**src/rtl/uart_pkg.sv**
```systemverilog
// uart_pkg: constants and receiver state encoding shared by the UART transmitter and receiver
package uart_pkg;
    localparam int UART_DATA_BITS    = 8;
    localparam int UART_CLKS_PER_BIT = 10416;
    typedef enum logic [2:0] {
        RX_IDLE  = 3'd0,
        RX_START = 3'd1,
        RX_DATA  = 3'd2,
        RX_STOP  = 3'd3,
        RX_BREAK = 3'd4
    } rx_state_e;
endpackage

```
**src/rtl/uart_rx_sync.sv**
```systemverilog
// uart_rx_sync: two-flop synchronizer for an asynchronous pin that idles high
module uart_rx_sync (
    input  logic clk,
    input  logic rst_n,
    input  logic d_i,
    output logic q_o
);
    logic [1:0] sync_q;
    always_ff @(posedge clk) begin
        if (!rst_n) sync_q <= 2'b11;
        else        sync_q <= {sync_q[0], d_i};
    end
    assign q_o = sync_q[1];
endmodule

```
**src/rtl/uart_receiver.sv**
```systemverilog
// uart_receiver: 8N1 receiver sampling each bit at its midpoint, with framing-error and break handling
module uart_receiver
    import uart_pkg::*;
#(
    parameter int CLKS_PER_BIT = UART_CLKS_PER_BIT
) (
    input  logic                      clk,
    input  logic                      rst_n,
    input  logic                      rxd,
    output logic [UART_DATA_BITS-1:0] data_out,
    output logic                      rx_valid,
    output logic                      frame_err,
    output logic                      busy
);
    localparam int CW = $clog2(CLKS_PER_BIT);
    localparam logic [CW-1:0] HALF = CW'(CLKS_PER_BIT / 2 - 1);
    localparam logic [CW-1:0] FULL = CW'(CLKS_PER_BIT - 1);
    localparam logic [2:0]    LAST = 3'(UART_DATA_BITS - 1);
    logic                      rxd_sync;
    rx_state_e                 state_q;
    logic [CW-1:0]             cnt_q;
    logic [2:0]                idx_q;
    logic [UART_DATA_BITS-1:0] shift_q;
    logic [UART_DATA_BITS-1:0] data_q;
    logic                      valid_q;
    logic                      ferr_q;
    logic                      busy_q;
    uart_rx_sync u_sync (
        .clk   (clk),
        .rst_n (rst_n),
        .d_i   (rxd),
        .q_o   (rxd_sync)
    );
    // cnt is cleared on every state change; START waits half a bit so later samples land mid-bit
    always_ff @(posedge clk) begin
        if (!rst_n) begin
            state_q <= RX_IDLE;
            cnt_q   <= '0;
            idx_q   <= '0;
            shift_q <= '0;
            data_q  <= '0;
            valid_q <= 1'b0;
            ferr_q  <= 1'b0;
            busy_q  <= 1'b0;
        end else begin
            valid_q <= 1'b0;
            ferr_q  <= 1'b0;
            cnt_q   <= cnt_q + 1'b1;
            case (state_q)
                RX_IDLE: begin
                    cnt_q <= '0;
                    if (!rxd_sync) begin
                        state_q <= RX_START;
                        busy_q  <= 1'b1;
                    end
                end
                RX_START: if (cnt_q == HALF) begin
                    cnt_q   <= '0;
                    state_q <= rxd_sync ? RX_IDLE : RX_DATA;
                    busy_q  <= !rxd_sync;
                    idx_q   <= '0;
                end
                RX_DATA: if (cnt_q == FULL) begin
                    cnt_q   <= '0;
                    shift_q <= {rxd_sync, shift_q[UART_DATA_BITS-1:1]};
                    idx_q   <= idx_q + 1'b1;
                    if (idx_q == LAST) state_q <= RX_STOP;
                end
                RX_STOP: if (cnt_q == FULL) begin
                    cnt_q   <= '0;
                    valid_q <= rxd_sync;
                    ferr_q  <= !rxd_sync;
                    busy_q  <= !rxd_sync;
                    state_q <= rxd_sync ? RX_IDLE : RX_BREAK;
                    if (rxd_sync) data_q <= shift_q;
                end
                RX_BREAK: begin
                    cnt_q <= '0;
                    if (rxd_sync) begin
                        state_q <= RX_IDLE;
                        busy_q  <= 1'b0;
                    end
                end
                default: begin
                    state_q <= RX_IDLE;
                    busy_q  <= 1'b0;
                end
            endcase
        end
    end
    assign data_out  = data_q;
    assign rx_valid  = valid_q;
    assign frame_err = ferr_q;
    assign busy      = busy_q;
endmodule
```
**config.mk**
```make
export PLATFORM = sky130hd
export DESIGN_NAME = uart_receiver
export DESIGN_NICKNAME = d
export VERILOG_FILES = /design/src/rtl/uart_pkg.sv /design/src/rtl/uart_rx_sync.sv /design/src/rtl/uart_receiver.sv
export SDC_FILE = /design/constraint.sdc
export NUM_CORES = 1
export LEC_CHECK = 0
export ABC_AREA = 1
export ABC_CLOCK_PERIOD_IN_PS = 2400
export CORE_MARGIN = 3
export CORE_UTILIZATION = 60
export CTS_CLUSTER_DIAMETER = 30
export CTS_CLUSTER_SIZE = 20
export DETAILED_ROUTE_END_ITERATION = 7
export GPL_ROUTABILITY_DRIVEN = 0
export PLACE_DENSITY = 0.9
export SYNTH_ARGS = -nofsm -noshare
export SYNTH_HDL_FRONTEND = slang
export SYNTH_HIERARCHICAL = 1
export SYNTH_SLANG_ARGS = --single-unit
```
**constraint.sdc**
```tcl
create_clock -name clk -period 2.4 [get_ports clk]
set_input_delay 0.48 -clock clk [delete_from_list [all_inputs] [get_ports clk]]
set_output_delay 0.48 -clock clk [all_outputs]
set_load 0.02 [all_outputs]
```
-- Word-level counts from Yosys, hierarchy flattened
Index checks and enable logic that the tools add are counted.
- output and inout bits: 11
- flip-flop bits (word level): 41
- input bits: 3
- logic and storage cells: 56
- mux-type cells: 20
- $add $sub $neg: 2
- bitwise operators: 1
- equal/unequal tests: 13
- reduce and logical (&&, ||, !) cells: 11
- operators with widths (cell ; count):
    case mux 14 bit (3 select lines) ; 1
    2-to-1 mux 14 bit ; 2
    2-to-1 mux 3 bit ; 9
    case mux 3 bit (5 select lines) ; 1
    adder 14 x 1 -> 14 bit (second input constant) ; 1
    equality test 14 x 13 -> 1 bit (second input constant) ; 1
    equality test 14 bit (second input constant) ; 1
    inequality test 2 bit (second input constant) ; 5
    AND reduction 3 bit ; 3
    equality test 3 x 2 -> 1 bit (second input constant) ; 2
    equality test 3 bit (second input constant) ; 2
    case mux 3 bit (2 select lines) ; 1
    AND reduction 6 bit ; 1
    case mux 1 bit (5 select lines) ; 1
    AND reduction 5 bit ; 1
    2-to-1 mux 1 bit ; 4
    OR reduction 2 bit ; 2
    adder 3 x 1 -> 3 bit (second input constant) ; 1
    equality test 3 x 1 -> 1 bit (second input constant) ; 1
    zero test 3 bit ; 1
    2-to-1 mux 2 bit ; 1
    inequality test 2 x 1 -> 1 bit (second input constant) ; 1
    AND reduction 2 bit ; 1
    nonzero test 2 bit ; 1
    2 further kinds ; 2

-- Longest topological paths before layout
Gate-level depths: netlist of run 1.
- word-level depth: 4
- mapped depth: 13
- mapped depth without buffers: 13

-- Hierarchy
Netlist of run 1, hierarchy kept.
- modules (own cells, without submodules) (module ; cells an instance ; times used ; seq. area each (µm²) ; area each (µm²)):
    uart_receiver ; 244 ; 1 ; 780.7 ; 1886.8
    uart_rx_sync ; 6 ; 1 ; 40.0 ; 55.1

-- Least setup slack after synthesis of run 1
Ideal clock, no wire load.
- path type: register to register
- start point: register cnt_q[0]
- end point: register cnt_q[10]
- setup time: 119 ps
- path slack: 953 ps
- required time: 2281 ps
- buffers on the path: 0
- period minus slack after synthesis: 1447 ps
- cell stages (with the launch flop): 11
- arrival: 1328 ps
- cell sequence: dfxtp_1 ha_1 nand3_4 nor2_4 nand2_4 o21ai_1 nand3_2 nand2_4 inv_4 nand2_2 nor2_2
- longest elaborated chain between the ends: 3
- elaborated cells on any way between the ends: 6
- those cells by class: add/sub: 1; eq/ne: 2; mux: 3
- RTL lines (item ; line ; text):
    start: declaration ; uart_receiver.sv:21 ; logic [CW-1:0] cnt_q;
    start signal: assignment ; uart_receiver.sv:48 ; cnt_q <= cnt_q + 1'b1;
    adder 14 x 1 -> 14 bit (tied with other cells) ; uart_receiver.sv:48 ;
    2-to-1 mux 14 bit (on tied branches) ; uart_receiver.sv:63, uart_receiver.sv:69, uart_receiver.sv:57 ;
    case mux 14 bit (3 select lines) (*) ; uart_receiver.sv:49 ; case (state_q)
Mark *: on every way between the ends. The rest lies on a longest branch, timed or not.
A chain may end at the register's enable or synchronous reset.

-- Final worst setup path of run 1
- start point: register data_q[6] (netlist: data_out[6])
- end point: output port data_out[6]
- RTL lines (item ; line ; text):
    start: declaration ; uart_receiver.sv:24 ; logic [UART_DATA_BITS-1:0] data_q;
    start signal: assignment ; uart_receiver.sv:75 ; if (rxd_sync) data_q <= shift_q;
    end: declaration ; uart_receiver.sv:10 ; output logic [UART_DATA_BITS-1:0] data_out,
No word-level cell between the ends.

==> results.json, run 1 <==
{
  "dp_hpwl_mm": 2.61,
  "end_kind": "primary output",
  "clock-root-buffer": "clkbuf_4",
  "period_share_pct": 75.5,
  "grt_usage_pct": 20.3,
  "syn_area_mm2": 0.00194,
  "cpPeakStageDelay_ns": 0.61,
  "rows": 20,
  "core_area_mm2": 0.00308,
  "synth_top_area_cell": "dfxtp_1",
  "cap_violations": 0,
  "ys_seq_area_share_pct": 42.3,
  "hold_path.class": "register to register",
  "wl_per_cell_um": 11.3,
  "fin_skew_ns": 0.0104,
  "max_slew.worst_pin.slew_ns": 0.419,
  "drtIter0Drc": 81,
  "worstPathMaxFanout": 2,
  "start_util_pct": 63.1,
  "synth.distinct_cells": 34,
  "relSlewSlack_pct": 72.0,
  "critPathLaunchType": "register",
  "grt_antenna_before_repair": 0,
  "synthesis.nets": 256,
  "final_nets": 272,
  "crit_chain": "clkdlybuf4s50_1",
  "final_cell_area_mm2": 0.00217,
  "worstSetupPathType": "register to primary output",
  "worstPathArrival_ns": 1.33,
  "fill_cells": 262,
  "required_ns": 1.92,
  "wl_mm": 3.53,
  "num_antenna_cells": 0,
  "ctsHtreeMaxLevel": 2,
  "grt_max_degree": 18,
  "insertion_delay_ns": 0.35,
  "rsz0062_at_grt": "false",
  "synthTopCellsByArea": "dfxtp_1 (42%), nand2_1 (6.4%), inv_1 (6.2%)",
  "synth.top_cell.area_share_pct": 42.3,
  "yosysWarningCount": 6,
  "cts.repair.resized": 0,
  "fp.dieW_um": 62.9,
  "clock-sinks": 41,
  "io_pins": 14,
  "tns_ns": 0,
  "gr-total-overflow": 0,
  "placed_area_mm2": 0.00211,
  "vias_per_cell": 5.18,
  "cts_hold_buf": 0,
  "ys_seq_elements": 41,
  "grt_pass1_vias": 1512,
  "dieHeight_um": 62.9,
  "cp_num_buf_inv": 1,
  "min_period_ns": 1.81,
  "areaGrowthSynthToFinish_pct": 11.5,
  "outcome": "complete, no violations",
  "powerDensity_mw_per_mm2": 690,
  "postCtsSetupBuffers": 0,
  "clockBufferDepth": 2,
  "final_common_cell": "dfxtp_1",
  "drtAntennaViolNets": 0,
  "drive_gt1_share_pct": 18.4,
  "tritoncts": "built",
  "cts.clk_slew.worst_paths_ns": 0.13,
  "cpLargestDelayFamily": "buffers and inverters",
  "max_clock_freq_ghz": 0.552,
  "dieArea_mm2": 0.00396,
  "setup_violations": 0,
  "ir_worst_vdd_mv": 0.475,
  "grt_pass1_wl_mm": 6.51,
  "portBuffers": 13,
  "cp_slowest_cell": "clkdlybuf4s50_1",
  "routed-via-count": 1611,
  "layout_common_cells": "dfxtp_1 (41), nand2_1 (33), inv_1 (32)",
  "numCtsBuffers": 5,
  "hold_viol": 0,
  "first_pass_iters": 4,
  "multi_input_area_um2": 936,
  "netlist_instances": 250,
  "drc": 0,
  "drv_slew": 0,
  "register_area_um2": 821,
  "synth.avg_cell_area_um2": 7.77,
  "power.leakage_nw": 0.921
}
==> final timing paths <==
kind | slack [ns] | cells past startpoint | start | endpoint
setup reg to reg | 0.63 | 8 | cnt_q[0] | idx_q[2]
setup / recovery | 0.59 | 1 | data_out[6] | data_out[6]
hold / removal | 0.45 | 2 | u_sync/sync_q[0] | u_sync/sync_q[1]
hold reg to reg | 0.45 | 2 | u_sync/sync_q[0] | u_sync/sync_q[1]
==> layout make-up <==
cell class	instances	share of cell area, %
sequential	41	37.9
tap	44	2.54
multi-input combinational	163	43.2
clock inverter	3	1.04
timing repair buffer	14	6.35
clock buffer	5	1.73
inverter	41	7.22
==> stage by stage <==
step           worst slack [ns]  total power [mW]  hold slack (ns)  utilization [%]  instances
6_report                  0.588              1.49            0.446             70.4        311
3_5_place_dp              0.651              1.16            0.416             68.4        303
5_1_grt                   0.443              1.59            0.479             70.4        311
2_1_floorplan             0.953              1.08            0.380                -        250
3_3_place_gp              0.690              1.15            0.381             68.4        303
4_1_cts                   0.581              1.50            0.447             70.4        311
==> power by group <==
part           internal (mW)  switching (mW)  leakage (nW)  total [mW]
combinational          0.139           0.243         0.554       0.381
clock                  0.116           0.233        0.0352       0.349
sequential             0.726          0.0365         0.332       0.763
==> metal layers <==
metal / routed length, µm / part of all wire, % / track usage (%) / vias to the layer above
met5: 0 / 0 / 0 / -
met2: 1590 / 45 / 31.5 / 28
met3: 130 / 3.7 / 4.50 / 7
met4: 48 / 1.4 / 7.16 / 0
li1: - / - / - / 848
met1: 1760 / 50 / 27.6 / 728
==> Yosys cell counts <==
| cell type | number |
|---|---|
| a211oi_2 | 1 |
| a21oi_1 | 23 |
| a31oi_1 | 1 |
| and3_1 | 1 |
| buf_1 | 1 |
| buf_2 | 2 |
| buf_6 | 1 |
| clkbuf_1 | 1 |
| dfxtp_1 | 41 |
| ha_1 | 3 |
| inv_1 | 32 |
| inv_2 | 8 |
| inv_4 | 1 |
| nand2_1 | 33 |
| nand2_2 | 6 |
| nand2_4 | 2 |
| nand3_1 | 7 |
| nand3_2 | 8 |
| nand3_4 | 1 |
| nand4_1 | 7 |
| nand4_2 | 1 |
| nor2_1 | 24 |
| nor2_2 | 1 |
| nor2_4 | 2 |
| nor3_1 | 9 |
| nor3_2 | 1 |
| nor3_4 | 2 |
| o21ai_0 | 18 |
| o21ai_1 | 3 |
| o21ai_2 | 3 |
| or2_2 | 2 |
| or2_4 | 1 |
| xnor2_1 | 1 |
| xor2_1 | 2 |
==> sequential cells by signal (all words and copies together) (netlist names) <==
| signal | flops |
|---|---|
| state_q | 3 |
| frame_err | 1 |
| cnt_q | 14 |
| busy | 1 |
| data_out | 8 |
| idx_q | 3 |
| rx_valid | 1 |
| u_sync/sync_q | 2 |
| shift_q | 8 |
==> tightest hold or removal path, stage by stage, from the launching register on <==
cell and delay, ns:
dfxtp_1 0.34, inv_1 0.04, nand2_1 0.05
==> logic make-up after synthesis <==
| kind of cell | count (synthesis) | synth area share (%) |
|---|---|---|
| AOI/OAI and AO/OA | 49 | 13.7 |
| xor gates and xnor gates | 3 | 1.35 |
| adders and majority gates | 3 | 1.93 |
| buffers and inverters | 46 | 9.54 |
| DFF | 41 | 42.3 |
| and+or+nand+nor | 108 | 31.3 |
Power figures use the tool's default switching activity.
==> run 2: changes to the inputs <==
ABC_CLOCK_PERIOD_IN_PS = 1550   (was 2400)
CORE_UTILIZATION = 52   (was 60)
PLACE_DENSITY = 0.84   (was 0.9)
clock period = 1.55 ns   (was 2.4 ns; I/O delays follow)
==> run 2 against run 1 <==
The run now ends with negative setup slack left; final area increased by 17%; sequential power increased by 56%; critical path depth increased by 4; via count increased by 13%.
==> results.json, run 2 (synthesized netlist as in run 1, its figures left out) <==
{
  "outcome": "finished with violations",
  "violations": "negative setup slack",
  "cp_slowest_cell": "dfxtp_1",
  "clock-root-buffer": "clkbuf_8",
  "fin_skew_ns": 0.00361,
  "totalPowerFinal_mw": 2.71,
  "wl_mm": 4.78,
  "rsz0062_at_grt": "true",
  "critPathLaunchType": "register",
  "period_share_pct": 104,
  "setup_violations": 2,
  "numCtsBuffers": 5,
  "clock-sinks": 41,
  "dp_hpwl_mm": 2.83,
  "grt_max_degree": 23,
  "cap_violations": 0,
  "start_util_pct": 56.0,
  "grt_pass1_wl_mm": 7.02,
  "drc": 0,
  "top_register": "cnt_q",
  "portBuffers": 13,
  "cp_num_buf_inv": 0,
  "areaGrowthSynthToFinish_pct": 30.7,
  "worstPathMaxFanout": 6,
  "fin_util_pct": 73.2,
  "fin_cells": 332,
  "drive_gt1_share_pct": 33.2,
  "gr-total-overflow": 0,
  "final_common_cell": "dfxtp_1",
  "power.leakage_nw": 1.21,
  "hold_path.class": "register to register",
  "pre_cts_ws_ns": -0.0589,
  "relSlewSlack_pct": 74.1,
  "drv_slew": 0,
  "required_ns": 1.73,
  "drtIter0Drc": 176,
  "ctsHtreeMaxLevel": 2,
  "max_slew.worst_pin.slew_ns": 0.388,
  "final_nets": 291,
  "dieArea_mm2": 0.00450,
  "cts.clk_slew.worst_paths_ns": 0.08,
  "setup_slack_ns": -0.0693,
  "tritoncts": "built",
  "grt_antenna_before_repair": 0,
  "dieHeight_um": 67.1,
  "routed-via-count": 1823,
  "worstSetupPathType": "register to register",
  "wl_per_cell_um": 14.4,
  "rows": 21,
  "io_pins": 14,
  "first_pass_iters": 4,
  "cpPeakStageDelay_ns": 0.47,
  "worstPathArrival_ns": 1.80,
  "num_antenna_cells": 0,
  "cpLargestDelayFamily": "simple AND/OR/NAND/NOR gates",
  "cts_hold_buf": 0,
  "largest_register_ffs": 14,
  "dpl.cell_count": 313,
  "vias_per_cell": 5.49,
  "crit_chain": "and3_4, nand4_1, nor2_2, xor2_1, nor2_4",
  "core_area_mm2": 0.00347,
  "end_kind": "register",
  "max_clock_freq_ghz": 0.618,
  "powerDensity_mw_per_mm2": 1070,
  "grt_pass1_vias": 1600,
  "drtAntennaViolNets": 0,
  "clockBufferDepth": 2,
  "tns_ns": -0.0926,
  "min_period_ns": 1.62,
  "grt_usage_pct": 20.5,
  "fp.dieW_um": 67.1,
  "insertion_delay_ns": 0.29,
  "layout_common_cells": "dfxtp_1 (32), inv_1 (30), nand2_1 (30)",
  "hold_viol": 0,
  "ir_worst_vdd_mv": 0.751
}
==> run 2: cell types whose count changed in the layout (fill, tap and decap cells not counted), sizes merged <==
cell / before / now
dlymetal6s2s: 0 / 7
buf: 1 / 20
clkdlybuf4s50: 13 / 4
dlygate4sd2: 0 / 2
clkbuf: 5 / 6
clkinv: 3 / 2
==> run 2: path summary, 6_finish.rpt <==
path	slack (ns)	endpoint	from	cells past startpoint
min	0.45	u_sync/sync_q[1]	u_sync/sync_q[0]	2
max reg2reg	-0.07	cnt_q[11]	cnt_q[2]	5
min reg2reg	0.45	u_sync/sync_q[1]	u_sync/sync_q[0]	2
max	-0.07	cnt_q[11]	cnt_q[2]	5
==> run 2: routing by layer <==
| metal | global-route usage, % | wire length (µm) | part of all wire, % | vias up |
|---|---|---|---|---|
| li1 | - | - | - | 883 |
| met1 | 25.7 | 2070 | 43 | 868 |
| met2 | 35.0 | 2370 | 50 | 58 |
| met3 | 3.71 | 207 | 4.3 | 14 |
| met4 | 7.34 | 130 | 2.7 | 0 |
| met5 | 0 | 0 | 0 | - |
==> run 2: area by class of cell <==
type	count	area, µm²
clock inverters	2	13.8
repair buffers	33	357
inverters	41	161
flip-flops and latches	41	840
fillers	241	930
well taps	46	57.6
multi-input cells	163	1030
clock buffers	6	82.6
==> run 2: stage by stage <==
stage,hold WS [ns],area [µm²]
after global placement,0.392,2210
after floorplan,0.379,1940
after CTS,0.433,2350
after global routing,0.470,2540
after detailed placement,0.386,2210
final,0.450,2540
==> run 2: tightest hold or removal path, cell delays in order (launching register included) <==
cell	delay, ns
dfxtp_1	0.31
inv_1	0.04
nand2_1	0.06
==> run 2: power by group <==
group	switching, mW	internal (mW)
clock	0.366	0.361
sequential	0.0636	1.12
combinational	0.481	0.317
==> run 2: timing repair <==
item / 4_1_cts / 5_1_grt
pin swaps: 3 / 20
buffers inserted: 4 / 7
gates cloned: 0 / 0
resized for setup: 5 / 49
setup endpoints to repair: 20 / 38
